File: config.mk
export PLATFORM = sky130hd
export DESIGN_NAME = adder_stream
export DESIGN_NICKNAME = d
export VERILOG_FILES = /design/src/rtl/adder_stream_pkg.sv /design/src/rtl/adder_stream_fifo.sv /design/src/rtl/adder_stream.sv
export SDC_FILE = /design/constraint.sdc
export NUM_CORES = 1
export LEC_CHECK = 0
export CAP_MARGIN = 10
export CORE_MARGIN = 1.5
export CORE_UTILIZATION = 41
export CTS_CLUSTER_DIAMETER = 120
export DETAILED_ROUTE_END_ITERATION = 6
export SYNTH_ARGS = -nofsm -noshare
export SYNTH_HDL_FRONTEND = slang
export SYNTH_SLANG_ARGS = --single-unit
File: constraint.sdc
create_clock -name clk -period 3.4 [get_ports clk]
set_input_delay 0.68 -clock clk [delete_from_list [all_inputs] [get_ports clk]]
set_output_delay 0.68 -clock clk [all_outputs]
set_load 0.01 [all_outputs]
File: src/rtl/adder_stream_pkg.sv
// rtl/adder_stream_pkg.sv - shared state encoding and saturation limits for adder_stream
//
// Purpose: FSM state constants and helper functions used by adder_stream.
// Ports:   none (package).
// Build:   ADDER_STREAM_SAT_EN selects the saturating signed adder in adder_stream.

package adder_stream_pkg;

  typedef logic [0:0] state_t;

  localparam state_t INIT = 1'b0;
  localparam state_t RUN  = 1'b1;

  // Two's complement saturation limits; callers keep the low width bits.
  function automatic logic [63:0] sat_pos(input int width);
    return (64'd1 << (width - 1)) - 64'd1;
  endfunction

  function automatic logic [63:0] sat_neg(input int width);
    return 64'd1 << (width - 1);
  endfunction

endpackage

File: src/rtl/adder_stream_fifo.sv
// rtl/adder_stream_fifo.sv - result FIFO with occupancy count for adder_stream
//
// Purpose: DEPTH-entry FIFO of WIDTH-bit words. The head word is shown on
//          pop_data while non-empty; when empty, pop_data holds the last word
//          popped (zero after reset).
// Ports:
//   clk        in   rising-edge clock
//   rst_n      in   asynchronous active-low reset (clears pointers, level, hold)
//   push       in   write push_data this cycle (caller guarantees space)
//   push_data  in   WIDTH-bit word to write
//   pop        in   remove head word this cycle (ignored when empty)
//   pop_data   out  head word, or last popped word when empty
//   level      out  number of stored words, 0..DEPTH

module adder_stream_fifo #(
  parameter  int WIDTH = 9,
  parameter  int DEPTH = 4,
  localparam int AW    = $clog2(DEPTH),
  localparam int LW    = $clog2(DEPTH + 1)
) (
  input  logic             clk,
  input  logic             rst_n,
  input  logic             push,
  input  logic [WIDTH-1:0] push_data,
  input  logic             pop,
  output logic [WIDTH-1:0] pop_data,
  output logic [LW-1:0]    level
);

  logic [WIDTH-1:0] mem [DEPTH];
  logic [AW-1:0]    wr_ptr;
  logic [AW-1:0]    rd_ptr;
  logic [LW-1:0]    level_q;
  logic [WIDTH-1:0] hold_q;
  logic             do_pop;

  assign do_pop = pop && (level_q != '0);

  // Storage carries no reset: only entries below level_q are ever shown.
  always_ff @(posedge clk) begin
    if (push) begin
      mem[wr_ptr] <= push_data;
    end
  end

  // DEPTH is a power of two, so pointer wrap is plain binary overflow.
  always_ff @(posedge clk or negedge rst_n) begin
    if (!rst_n) begin
      wr_ptr  <= '0;
      rd_ptr  <= '0;
      level_q <= '0;
      hold_q  <= '0;
    end else begin
      if (push) begin
        wr_ptr <= wr_ptr + AW'(1);
      end
      if (do_pop) begin
        rd_ptr <= rd_ptr + AW'(1);
        hold_q <= mem[rd_ptr];
      end
      case ({push, do_pop})
        2'b10:   level_q <= level_q + LW'(1);
        2'b01:   level_q <= level_q - LW'(1);
        default: level_q <= level_q;
      endcase
    end
  end

  assign pop_data = (level_q != '0) ? mem[rd_ptr] : hold_q;
  assign level    = level_q;

endmodule

File: src/rtl/adder_stream.sv
// rtl/adder_stream.sv - buffered valid/ready adder with registered add stage and result FIFO
//
// Purpose: accepts operand pairs, adds them in one registered stage and queues
//          {carry,sum} results in a DEPTH-entry FIFO drained over valid/ready.
//          Define ADDER_STREAM_SAT_EN for signed saturating addition, where
//          out_carry flags signed overflow; otherwise unsigned wrap with carry-out.
// Ports:
//   clk        in   rising-edge clock
//   rst_n      in   asynchronous active-low reset
//   in_valid   in   operands present
//   in_ready   out  operands accepted at the next edge if in_valid
//   in_a/in_b  in   WIDTH-bit operands
//   out_valid  out  result present at FIFO head
//   out_ready  in   consumer takes the head result
//   out_sum    out  WIDTH-bit result
//   out_carry  out  carry-out (overflow flag in saturating build)
//   level      out  FIFO occupancy

module adder_stream #(
  parameter  int WIDTH = 8,
  parameter  int DEPTH = 4,
  localparam int LW    = $clog2(DEPTH + 1)
) (
  input  logic             clk,
  input  logic             rst_n,
  input  logic             in_valid,
  output logic             in_ready,
  input  logic [WIDTH-1:0] in_a,
  input  logic [WIDTH-1:0] in_b,
  output logic             out_valid,
  input  logic             out_ready,
  output logic [WIDTH-1:0] out_sum,
  output logic             out_carry,
  output logic [LW-1:0]    level
);

  import adder_stream_pkg::*;

  typedef struct packed {
    logic             carry;
    logic [WIDTH-1:0] sum;
  } result_t;

  state_t        state;
  result_t       add_res;
  result_t       stage_q;
  result_t       head;
  logic          stage_valid;
  logic          accept;
  logic          pop;
  logic [LW:0]   credit;

  always_ff @(posedge clk or negedge rst_n) begin
    if (!rst_n) begin
      state <= INIT;
    end else begin
      case (state)
        INIT:    state <= RUN;
        default: state <= RUN;
      endcase
    end
  end

  // The stage entry is counted as already occupying a FIFO slot, so in_ready
  // depends only on registers and never on out_ready.
  assign credit   = {1'b0, level} + (LW + 1)'(stage_valid);
  assign in_ready = (state == RUN) && (credit < (LW + 1)'(DEPTH));
  assign accept   = in_valid && in_ready;

`ifdef ADDER_STREAM_SAT_EN
  localparam logic [WIDTH-1:0] SAT_POS = WIDTH'(sat_pos(WIDTH));
  localparam logic [WIDTH-1:0] SAT_NEG = WIDTH'(sat_neg(WIDTH));

  logic [WIDTH-1:0] raw;
  logic             ovf;

  // Signed overflow: operands share a sign that the wrapped sum does not.
  always_comb begin
    raw           = in_a + in_b;
    ovf           = (in_a[WIDTH-1] == in_b[WIDTH-1]) && (raw[WIDTH-1] != in_a[WIDTH-1]);
    add_res.carry = ovf;
    add_res.sum   = ovf ? (in_a[WIDTH-1] ? SAT_NEG : SAT_POS) : raw;
  end
`else
  always_comb begin
    add_res = result_t'({1'b0, in_a} + {1'b0, in_b});
  end
`endif

  // A captured result always moves into the FIFO on the following edge.
  always_ff @(posedge clk or negedge rst_n) begin
    if (!rst_n) begin
      stage_valid <= 1'b0;
      stage_q     <= '0;
    end else begin
      stage_valid <= accept;
      if (accept) begin
        stage_q <= add_res;
      end
    end
  end

  assign pop = out_valid && out_ready;

  adder_stream_fifo #(
    .WIDTH (WIDTH + 1),
    .DEPTH (DEPTH)
  ) u_fifo (
    .clk       (clk),
    .rst_n     (rst_n),
    .push      (stage_valid),
    .push_data (stage_q),
    .pop       (pop),
    .pop_data  (head),
    .level     (level)
  );

  assign out_valid = (level != '0);
  assign out_sum   = head.sum;
  assign out_carry = head.carry;

endmodule

==> reports/qor.yml <==
synth:
  synth_top_family_by_area: "multiplexers"
  synth_compound_area_share_pct: 6.036
  synthMuxAreaShare_pct: 15.45
  yosys_most_used_dff: "edfxtp_1"
  yosysMostFrequentCell: "edfxtp_1"
  synth_warnings: 0
  synth_simple_gate_area_share_pct: 6.378
  synth_seq_cells: 63
  syn-instance-count: 193
  synth_edf_count: 36
  synth_adder_area_share_pct: 6.935
  synth_top_cell_by_area: "edfxtp_1"
  netlist_area_um2: 2923
  synthesis.nets: 228
  ys_types: 46
  synth_xor_area_share_pct: 2.098
  ys_seq_area_share_pct: 60.10
  yosys-top-cells-area: "edfxtp_1, dfrtp_1, mux4_2, ha_1, mux2_4"
  ys_async_sr_fraction_pct: 42.86
  synth.avg_cell_area_um2: 15.14
  synth_top_cell_area_share_pct: 36.99
  synth_common_cells: "edfxtp_1, dfrtp_1, ha_1"
min_path:
  holdPathEnd: "u_fifo.hold_q[8]"
  worstHoldStart: "u_fifo.hold_q[8]"
  hold_depth: 1
  hp-class: "reg -> reg"
floorplan:
  start_util_pct: 42.78
  dieArea_um2: 7644
  die_h_um: 87.43
  die_width_um: 87.43
  rows: 30
  ioPinCount: 34
  core_area_um2: 6832
sta:
  fmax_ghz: 0.3379
  min_period_ns: 2.959
  max_slew_margin_pct: 66.27
  totalNegativeSetupSlack_ns: 0
  fin_skew_ns: 0.01144
  finalMaxSlewViolations: 0
  worst_slew_pin_slew_ns: 0.5059
  finalHoldViolCount: 0
  setup_viol: 0
  rsz0062_at_grt: "no"
  period_share_pct: 87.03
  whs_ns: 0.4821
cells_and_area:
  synthToLayoutAreaGrowth_pct: 21.88
  drive_above_1_share_pct: 19.67
  fin_nets: 269
  n_antenna_cell: 0
  finalCoreUtilization_pct: 52.14
  finalInstanceArea_um2: 3562
detailed_routing:
  vias_per_cell: 4.791
  drc: 0
  num_vias: 1605
  wl_per_cell_um: 14.42
  wirelength_um: 4831
  wl_met1_um: 2419
  highest_layer: "met4"
  ant_nets: 0
  drtIter0Drc: 81
  wl_met3_um: 177
  met2_length_um: 2208
  drt_pass1_iterations: 4
worst_setup_path:
  critPathTopFamily: "multiplexers"
  r2r_slack_ns: 1.00
  worst_setup_path_start_kind: "register"
  r2r-end: "u_fifo.level[2]"
  path_depth: 4
  crit_slowest_cell: "mux4_2"
  reg2reg_from: "u_fifo.level[0]"
  critical_path_class: "reg -> out"
  worstPathArrival_ns: 2.28
  cp-end-kind: "output pin"
  cp.required_ns: 2.72
  slowest_delay_ns: 0.56
  crit_chain: "buf_4, mux4_2, mux2_2, clkdlybuf4s50_1"
  reg2reg_depth: 8
  cp_num_buf_inv: 2
  cp_max_fo: 9
placement:
  place_area_um2: 3361
  portBuffers: 33
  dpl.hpwl_um: 3339
  gp_congestion: 0.7986
job:
  maxCapViolCount: 0
power:
  vdd_ir_drop_max_mv: 0.2375
  power.density_nw_per_um2: 805.9
  p_leak_nw: 1.405
outcome:
  status: "completed"
clocking:
  cts_root_buffer: "clkbuf_8"
  cts_buffers: 9
  clockBufferDepth: 2
  htreeDepth: 3
  cts_tree: "done"
  cts.reportedPaths.clkPinSlew_ns: 0.07
  cts_sinks: 63
  post_cts_buffers: 0
  clk_latency_ns: 0.32
  hold_buffers: 0
  cts_resized: 0
grt:
  grt_pass1_vias: 1636
  grt_pass1_wl_um: 8245
  grt_max_degree: 28
  grt_overflow: 0
  antenna_found_initial: 0
  grt.total_usage_pct: 14.67
[cell usage in the layout (no fill, tap or decap), drive strengths merged, types with 3 or more instances in the layout]
cell type,instances
edfxtp,36
clkdlybuf4s50,33
dfrtp,27
mux2,18
ha,13
inv,13
clkbuf,13
nand2,11
mux4,9
o21ai,7
xor2,5
and2,5
a211oi,4
nor2,3
buf,3
or2,3
[metrics by stage]
step / worst slack, ns / total power [mW] / std cells
floorplan: 1.269 / 1.870 / 193
global placement: 0.7873 / 2.238 / 319
detailed placement: 0.7615 / 2.259 / 319
CTS: 0.4078 / 2.916 / 335
global route: 0.3312 / 3.067 / 335
finish: 0.4408 / 2.871 / 335
[cell type report]
cell class	count	area, µm²
fill	598	3269
sequential	63	1757
multi-input combinational	111	1082
timing repair buffer	36	352.8
clock buffer	13	158.9
tap	96	120.1
inverter	13	48.80
clock inverter	3	42.54
[metal layers]
metal | GRT usage, % | up-vias
li1 | - | 800
met1 | 19.99 | 766
met2 | 22.87 | 37
met3 | 3.128 | 2
met4 | 6.061 | 0
met5 | 0 | -
[where the power goes]
part	switching, mW	total (mW)	internal [mW]
clock	0.262	0.640	0.378
combinational	0.388	0.985	0.597
sequential	0.179	1.25	1.07
total	0.829	2.87	2.04
[cell families after synthesis]
group,count (synthesis)
xor+xnor,7
flops,63
other cells,1
simple gates,34
mux,29
fa+ha+maj,15
buf+inv,19
compound gates,25
[registers in the layout, indices dropped and copies added (netlist names)]
name and cells:
stage_q 9, u_fifo.hold_q 9, u_fifo.rd_ptr 2, stage_valid 1
state 1, u_fifo.mem 36, u_fifo.level 3, u_fifo.wr_ptr 2
[worst reg2reg max path, stage by stage, from the launching register on]
cell     delay [ns]
dfrtp_1        0.42
or3_1          0.45
and2_4         0.38
ha_1           0.23
inv_1          0.06
fa_1           0.37
xor2_1         0.15
nor2_1         0.12
xor2_1         0.15
[worst max path at each step]
stage                           from  slack, ns          to
floorplan                    in_a[4]       1.27  stage_q[7]
global placement    u_fifo.rd_ptr[0]       0.79  out_sum[4]
detailed placement           in_a[1]       0.76  stage_q[7]
CTS                 u_fifo.rd_ptr[0]       0.41  out_sum[4]
global route        u_fifo.rd_ptr[0]       0.33  out_sum[4]
finish              u_fifo.rd_ptr[0]       0.44  out_sum[4]
(Power assumes the default switching activity.)
